--- src/rtl/keccak_sequencer.sv ---
// Control FSM for the sliced cSHAKE data path: customization, absorb, permute and squeeze sequencing.
// Optional feature macro KECCAK_SEQ_PERF_EN adds the perf_cycles / perf_perms counters.
module keccak_sequencer #(
  parameter int PARALLEL_SLICES   = 16,
  parameter int WOUT              = 32,
  parameter int NUM_SUB_ROUNDS    = 4,
  parameter int KECCAK_ROUNDS     = 24,
  parameter int ROUND_COUNT_WIDTH = 7,
  parameter int COUNTER_WIDTH     = 8
) (
  input  logic                         clk,
  input  logic                         rst_n,
  input  logic                         start,
  input  logic                         mode256,
  input  logic                         cust_en,
  input  logic [7:0]                   out_blocks,
  input  logic [PARALLEL_SLICES-1:0]   in_data,
  input  logic                         in_valid,
  input  logic                         in_last,
  output logic                         in_ready,
  output logic                         out_valid,
  input  logic                         out_ready,
  output logic                         busy,
  output logic                         done,
  output logic                         dp_absorb_data,
  output logic                         dp_absorb_cust,
  output logic                         dp_computation_en,
  output logic [ROUND_COUNT_WIDTH-1:0] dp_round,
  output logic [COUNTER_WIDTH-1:0]     dp_reads,
  output logic                         dp_bof,
  output logic                         dp_squeeze_output,
  output logic                         dp_reset_ram,
  output logic                         dp_mux256,
  output logic [PARALLEL_SLICES-1:0]   dp_din
`ifdef KECCAK_SEQ_PERF_EN
  ,
  output logic [31:0]                  perf_cycles,
  output logic [7:0]                   perf_perms
`endif
);

  localparam logic [COUNTER_WIDTH-1:0] RATE128_LAST = COUNTER_WIDTH'(1344 / PARALLEL_SLICES - 1);
  localparam logic [COUNTER_WIDTH-1:0] RATE256_LAST = COUNTER_WIDTH'(1088 / PARALLEL_SLICES - 1);
  localparam logic [COUNTER_WIDTH-1:0] CUST_LAST    = COUNTER_WIDTH'(64 / PARALLEL_SLICES - 1);
  localparam logic [COUNTER_WIDTH-1:0] SUB_LAST     = COUNTER_WIDTH'(WOUT / PARALLEL_SLICES - 1);
  localparam logic [ROUND_COUNT_WIDTH-1:0] ROUND_LAST =
    ROUND_COUNT_WIDTH'(NUM_SUB_ROUNDS * KECCAK_ROUNDS);

  typedef enum logic [2:0] {
    S_IDLE, S_CLEAR, S_CUST, S_ABSORB, S_PERM, S_SQUEEZE
  } state_t;

  state_t                       state_q, state_d;
  logic [COUNTER_WIDTH-1:0]     reads_q, reads_d;
  logic [COUNTER_WIDTH-1:0]     sub_q, sub_d;
  logic [ROUND_COUNT_WIDTH-1:0] round_q, round_d;
  logic [7:0]                   blocks_q, blocks_d;
  logic                         bof_q, bof_d;
  logic                         mode_q, mode_d;
  logic                         cust_q, cust_d;
  logic                         last_q, last_d;
  logic                         flush_q, flush_d;
  logic                         ov_q, ov_d;
  logic [COUNTER_WIDTH-1:0]     rate_last;

  assign rate_last = mode_q ? RATE256_LAST : RATE128_LAST;

  always_ff @(posedge clk or negedge rst_n) begin
    if (!rst_n) begin
      state_q  <= S_IDLE;
      reads_q  <= '0;
      sub_q    <= '0;
      round_q  <= '0;
      blocks_q <= '0;
      bof_q    <= 1'b0;
      mode_q   <= 1'b0;
      cust_q   <= 1'b0;
      last_q   <= 1'b0;
      flush_q  <= 1'b0;
      ov_q     <= 1'b0;
    end else begin
      state_q  <= state_d;
      reads_q  <= reads_d;
      sub_q    <= sub_d;
      round_q  <= round_d;
      blocks_q <= blocks_d;
      bof_q    <= bof_d;
      mode_q   <= mode_d;
      cust_q   <= cust_d;
      last_q   <= last_d;
      flush_q  <= flush_d;
      ov_q     <= ov_d;
    end
  end

  always_comb begin
    state_d  = state_q;
    reads_d  = reads_q;
    sub_d    = sub_q;
    round_d  = round_q;
    blocks_d = blocks_q;
    bof_d    = bof_q;
    mode_d   = mode_q;
    cust_d   = cust_q;
    last_d   = last_q;
    flush_d  = flush_q;
    // The output word register empties when the consumer takes it.
    ov_d     = ov_q & ~out_ready;

    in_ready          = 1'b0;
    done              = 1'b0;
    dp_absorb_data    = 1'b0;
    dp_absorb_cust    = 1'b0;
    dp_computation_en = 1'b0;
    dp_squeeze_output = 1'b0;
    dp_reset_ram      = 1'b0;
    dp_din            = '0;
    busy              = (state_q != S_IDLE);

    case (state_q)
      S_IDLE: begin
        if (start) begin
          state_d  = S_CLEAR;
          mode_d   = mode256;
          cust_d   = cust_en;
          blocks_d = (out_blocks == 8'd0) ? 8'd1 : out_blocks;
        end
      end
      S_CLEAR: begin
        dp_reset_ram = 1'b1;
        bof_d        = 1'b1;
        reads_d      = '0;
        sub_d        = '0;
        round_d      = '0;
        last_d       = 1'b0;
        flush_d      = 1'b0;
        state_d      = cust_q ? S_CUST : S_ABSORB;
      end
      S_CUST: begin
        in_ready       = 1'b1;
        dp_absorb_cust = in_valid;
        dp_din         = in_data;
        if (in_valid) begin
          if (reads_q == CUST_LAST) begin
            reads_d = '0;
            state_d = S_PERM;
          end else begin
            reads_d = reads_q + 1'b1;
          end
        end
      end
      S_ABSORB: begin
        in_ready       = 1'b1;
        dp_absorb_data = in_valid;
        dp_din         = in_data;
        if (in_valid) begin
          if (reads_q == rate_last || in_last) begin
            reads_d = '0;
            bof_d   = 1'b0;
            last_d  = last_q | in_last;
            state_d = S_PERM;
          end else begin
            reads_d = reads_q + 1'b1;
          end
        end
      end
      S_PERM: begin
        dp_computation_en = 1'b1;
        if (round_q == ROUND_LAST) begin
          round_d = '0;
          state_d = last_q ? S_SQUEEZE : S_ABSORB;
        end else begin
          round_d = round_q + 1'b1;
        end
      end
      S_SQUEEZE: begin
        dp_squeeze_output = 1'b1;
        if (flush_q) begin
          if (ov_q && out_ready) begin
            done    = 1'b1;
            state_d = S_IDLE;
          end
        end else if (!ov_q || out_ready) begin
          // Reads only advance while the output register can take the next word.
          if (sub_q == SUB_LAST) begin
            sub_d = '0;
            ov_d  = 1'b1;
          end else begin
            sub_d = sub_q + 1'b1;
          end
          if (reads_q == rate_last) begin
            reads_d = '0;
            if (blocks_q > 8'd1) begin
              blocks_d = blocks_q - 8'd1;
              state_d  = S_PERM;
            end else begin
              flush_d = 1'b1;
            end
          end else begin
            reads_d = reads_q + 1'b1;
          end
        end
      end
      default: state_d = S_IDLE;
    endcase
  end

  assign out_valid = ov_q;
  assign dp_round  = round_q;
  assign dp_reads  = reads_q;
  assign dp_bof    = bof_q;
  assign dp_mux256 = mode_q & busy;

`ifdef KECCAK_SEQ_PERF_EN
  logic [31:0] perf_cycles_q;
  logic [7:0]  perf_perms_q;

  always_ff @(posedge clk or negedge rst_n) begin
    if (!rst_n) begin
      perf_cycles_q <= '0;
      perf_perms_q  <= '0;
    end else if (state_q == S_IDLE && start) begin
      perf_cycles_q <= '0;
      perf_perms_q  <= '0;
    end else begin
      if (busy) perf_cycles_q <= perf_cycles_q + 32'd1;
      if (state_q == S_PERM && round_q == ROUND_LAST && perf_perms_q != 8'hFF)
        perf_perms_q <= perf_perms_q + 8'd1;
    end
  end

  assign perf_cycles = perf_cycles_q;
  assign perf_perms  = perf_perms_q;
`endif

endmodule
--- config.mk ---
export PLATFORM = sky130hd
export DESIGN_NAME = keccak_sequencer
export DESIGN_NICKNAME = d
export VERILOG_FILES = /design/src/rtl/keccak_sequencer.sv
export SDC_FILE = /design/constraint.sdc
export NUM_CORES = 1
export LEC_CHECK = 0
export CAP_MARGIN = 20
export CORE_ASPECT_RATIO = 0.8
export CORE_MARGIN = 4
export CORE_UTILIZATION = 25
export DETAILED_ROUTE_END_ITERATION = 12
export MAX_ROUTING_LAYER = met4
export PLACE_DENSITY_LB_ADDON = 0.05
export SETUP_SLACK_MARGIN = 0.15
export SLEW_MARGIN = 20
export SYNTH_ARGS = -nofsm -noshare
export SYNTH_HDL_FRONTEND = slang
export SYNTH_SLANG_ARGS = --single-unit
--- constraint.sdc ---
create_clock -name clk -period 3.1 [get_ports clk]
set_clock_uncertainty 0.15 [all_clocks]
set_input_delay 0.31 -clock clk [delete_from_list [all_inputs] [get_ports clk]]
set_output_delay 0.31 -clock clk [all_outputs]
set_load 0.005 [all_outputs]
# Word level (Yosys, flattened, before mapping)
# Index checks and enable logic that the tools add are counted.
# totals
reg_bits,40
out_inout_bits,42
wordCells,123
# classes
addsub,4
n_lt_le_gt_ge,1
n_eq_ne,23
muxes,61
bitwise_logic,4
n_reduce_logical,19
# ops
operator,count
2-to-1 mux 8 bit,16
2-to-1 mux 3 bit,12
one-hot mux 8 bit (2 select lines),2
one-hot mux 8 bit (4 select lines),1
2-to-1 mux 1 bit,22
"!= test 2 bit, second input constant",10
one-hot mux 3 bit (6 select lines),1
"adder 8 x 1 -> 8 bit, second input constant",2
2-to-1 mux 16 bit,1
one-hot mux 7 bit (2 select lines),1
"!= test 3 bit, second input constant",4
AND reduction 10 bit,1
"equality test 8 x 1 -> 1 bit, second input constant",1
"equality test 8 x 2 -> 1 bit, second input constant",1
equality test 8 x 7 -> 1 bit,1
"greater-than comparator 8 x 1 -> 1 bit, second input constant",1
logical NOT 8 bit,1
nonzero test 2 bit,4
"subtractor 8 x 1 -> 8 bit, second input constant",1
"adder 7 x 1 -> 7 bit, second input constant",1
"equality test 7 bit, second input constant",1
2-to-1 mux 7 bit,1
"equality test 3 x 2 -> 1 bit, second input constant",2
"equality test 3 bit, second input constant",2
17 further kinds,22

# Longest topological paths before layout
# depth
depth_word,6
mapped_depth,8

# Worst setup path after synthesis
# Ideal clock, no wire load.
# synth_timing
path_type,register to register
startpoint,"reg reads_q[0], in the netlist dp_reads[0]"
endpoint,reg blocks_q[0]
arrival_time_ns,2.094
required_ns,2.825
path_slack_ns,0.731
path_stages_with_launch,7
path_buffers,0
path_cell_list,dfrtp_1 > ha_1 > or4b_4 > nor4b_4 > a21oi_1 > nor2_2 > mux2_2
# synth_between
elab_chain_len,3
# synth_rtl
element,line_no,source
"start, declared",54,"logic [COUNTER_WIDTH-1:0] reads_q, reads_d;"
"start signal, assigned",83,reads_q <= reads_d;
equality test 8 x 7 -> 1 bit,191,if (reads_q == rate_last) begin
!= test 2 bit (no line),-,
AND reduction 6 bit (no line),-,
"end signal, assigned",86,blocks_q <= blocks_d;
"end, declared",57,"logic [7:0] blocks_q, blocks_d;"
# No other way between the ends.
# A chain may end at the register's enable or synchronous reset.

# Worst setup path after layout
# Ends and elaborated chain as after synthesis.

==> results.py <==
metrics = {
    "status": {
        "status": "finished clean",
    },
    "clocking": {
        "clockBufferDepth": 2,
        "cts_buffers": 5,
        "cts_num_sinks": 40,
        "ctsRootBufferMaster": "clkbuf_16",
        "clk_latency_ns": 0.28,
        "htree_num_levels": 2,
        "cts_tree": "done",
        "clk_pin_slew_ns": 0.06,
    },
    "critical_path": {
        "path_delay_family": "simple AND/OR/NAND/NOR gates",
        "cpMaxStageDelayCell": "or4b_4",
        "reg2regPathDepth": 6,
        "worstPathArrival_ns": 2.72,
        "cp-end-kind": "register",
        "cp_slowest_stage_delay_ns": 0.50,
        "r2r_start": "dp_reads[0]",
        "critPathMaxFanout": 6,
        "critPathBufInv": 0,
        "cp_cell_sequence": "ha_1 -> or4b_4 -> nor4b_4 -> a21oi_1 -> nor2_2 -> mux2_2",
        "startpoint_type": "register",
        "timing.rr.end": "blocks_q[0]",
        "r2r_slack_ns": 0.40,
        "crit_type": "reg -> reg",
        "required_ns": 3.12,
    },
    "logic_synthesis": {
        "seq_area_frac_synth_pct": 39.7,
        "synthesis.area_sq_mm": 0.00252,
        "synthCells": 285,
        "synth_area_per_cell_sq_um": 8.85,
        "ys_warn_count": 0,
        "synth-main-ff-cell": "dfrtp_1",
        "synth_top_area_share_pct": 39.7,
        "synth_edf_count": 0,
        "synth_seq_cells": 40,
        "async_flop_share_pct": 100,
        "synth.distinct_cells": 51,
        "synth_top_area_cell": "dfrtp_1",
        "yosys-top-cells-area": "dfrtp_1, o21ai_0, and2_1, ha_1, nand2_1",
        "syn_nets": 324,
    },
    "timing": {
        "period_share_pct": 87.2,
        "layout_min_cycle_time_ns": 2.70,
        "max_slew.worst_pin.slew_ns": 0.583,
        "max_slew_margin_pct": 60.7,
        "rsz0062_at_grt": "false",
        "setup_tns_ns": 0,
        "hold_viol": 0,
        "timing.hold.ws_ns": 0.334,
        "setup_viol": 0,
        "maxSlewViolCount": 0,
        "fmax_mhz": 370,
    },
    "pwr": {
        "power.leakage_nw": 1.40,
        "cellPowerDensity_mw_per_mm2": 785,
        "vdd_drop_max_uv": 292,
    },
    "die": {
        "coreArea_sq_mm": 0.00973,
        "die_w_microns": 120,
        "rows": 32,
        "dieArea_sq_mm": 0.0118,
        "io_pins": 74,
        "die-height_microns": 97.9,
        "initial_utilization_pct": 25.9,
    },
    "detailed_routing": {
        "wl_per_cell_microns": 15.5,
        "wl_met1_microns": 4130,
        "first_iter_violations": 134,
        "via_per_inst": 4.80,
        "wl_met3_microns": 289,
        "drtPass1Iterations": 5,
        "drc_errors": 0,
        "vias": 2387,
        "drt-total-wl_microns": 7710,
        "top_layer": "met4",
        "wl_met2_microns": 3250,
        "ant_nets": 0,
    },
    "global_routing": {
        "track_usage_pct": 13.7,
        "grt_first_pass_wirelength_microns": 12600,
        "grt_max_degree": 41,
        "antenna_found_initial": 0,
        "grt_pass1_vias": 2372,
        "gr-total-overflow": 0,
    },
    "worst_hold_path": {
        "whs_endpoint": "sub_q[7]",
        "worstHoldStart": "sub_q[7]",
        "min_path_cells": 1,
        "min_path_type": "reg -> reg",
    },
    "layout": {
        "final_nets": 400,
        "fill_cells": 1002,
        "synthToLayoutAreaGrowth_pct": 41.0,
        "drive_gt1_share_pct": 7.48,
        "antennaDiodeCount": 0,
    },
    "place": {
        "dp_hpwl_microns": 5630,
        "gp_congestion": 0.754,
        "place.port_buffers": 73,
    },
    "run": {
        "maxCapViolations": 0,
    },
}
stage by stage:
step / setup slack [ns] / total power [W] / cells / instance area (sq um) / util [%]
3_5_place_dp: 0.399 / 0.00230 / 489 / 3410 / 35.1
3_3_place_gp: 0.500 / 0.00232 / 489 / 3410 / 35.1
6_report: 0.396 / 0.00279 / 497 / 3560 / 36.6
5_1_grt: 0.230 / 0.00303 / 497 / 3560 / 36.6
4_1_cts: 0.383 / 0.00282 / 496 / 3540 / 36.4
2_1_floorplan: 0.731 / 0.00168 / 285 / 2520 / -
final cells by class:
type	instances	area, sq um	share of cell area (%)
Multi-Input combinational cell	227	1450	40.8
Sequential cell	40	1000	28.1
Timing Repair Buffer	78	768	21.6
Tap cell	136	170	4.78
Clock buffer	6	129	3.62
Inverter	9	33.8	0.950
Clock inverter	1	5.00	0.141
cell families (layout without fill, tap and decap cells):
group           count (synthesis)  after routing  share of synthesized area (%)
fa+ha+maj                       7              7                           3.47
xor+xnor                        4              4                           1.39
simple gates                  125            125                           27.6
buf+inv                        18             94                           2.88
compound gates                 85             85                           22.5
mux                             6              6                           2.58
flops                          40             40                           39.7
flip-flops by register name (all words and copies together), names as in the netlist:
| name | count |
|---|---|
| blocks_q | 8 |
| dp_reads | 8 |
| sub_q | 8 |
| dp_round | 7 |
| state_q | 3 |
| cust_q | 1 |
| dp_bof | 1 |
| flush_q | 1 |
| last_q | 1 |
| mode_q | 1 |
| out_valid | 1 |
how the worst max path moves through the flow:
stage | startpoint | end | cells after the start
global placement | dp_reads[0] | blocks_q[0] | 6
detailed placement | dp_reads[0] | blocks_q[0] | 6
floorplan | dp_reads[0] | blocks_q[0] | 6
finish | dp_reads[0] | blocks_q[0] | 6
global route | state_q[2] | dp_absorb_data | 4
CTS | state_q[2] | dp_absorb_data | 4
Yosys cell counts (all sizes together) (2+ instances only):
library cell and n:
ha 7, a22o 6, nand2 23, nor2 20, nor2b 5, o31ai 10, nor3b 3, o211ai 2
dfrtp 40, and2 17, o22ai 5, nand4 2, nand2b 6, nor3 14, nand4b 2, o32ai 2
mux2 4, buf 4, a21oi 12, nor4 2, inv 9, mux2i 2, xor2 3, or4 3
o41ai 3, or4b 2, a31oi 3, nand3 15, clkbuf 5, a211oi 2, a21o 4, o21ai 30
and3 7
where the power goes:
group / internal [W] / switching (W) / total, W / leakage, nW
logic: 0.000701 / 0.000689 / 0.00139 / 0.810
registers: 0.000668 / 0.000230 / 0.000899 / 0.520
clock network: 0.000293 / 0.000209 / 0.000502 / 0.0667
repair_timing:
action,4_1_cts,5_1_grt
endpoints found under the setup margin,0,0
hold buffers,0,1
endpoints found under the hold margin,0,40
buffers inserted,0,0
resized for setup,0,0
per-layer routing:
| metal | vias up | track usage [%] |
|---|---|---|
| li1 | 1204 | - |
| met1 | 1128 | 20.6 |
| met2 | 51 | 18.8 |
| met3 | 4 | 3.13 |
| met4 | 0 | 2.35 |
| met5 | - | - |
cell usage in the layout, fill, tap and decap left out, drive strengths merged, types with 2 or more instances in the layout:
master / n
a211oi: 2
a21o: 4
a21oi: 12
a22o: 6
a31oi: 3
and2: 17
and3: 7
buf: 5
clkbuf: 6
clkdlybuf4s50: 72
dfrtp: 40
ha: 7
inv: 9
mux2: 4
mux2i: 2
nand2: 23
nand2b: 6
nand3: 15
nand4: 2
nand4b: 2
nor2: 20
nor2b: 5
nor3: 14
nor3b: 3
nor4: 2
o211ai: 2
o21ai: 30
o22ai: 5
o31ai: 10
o32ai: 2
o41ai: 3
or4: 3
or4b: 2
xor2: 3
No activity file was read; power rests on OpenSTA's default activity.
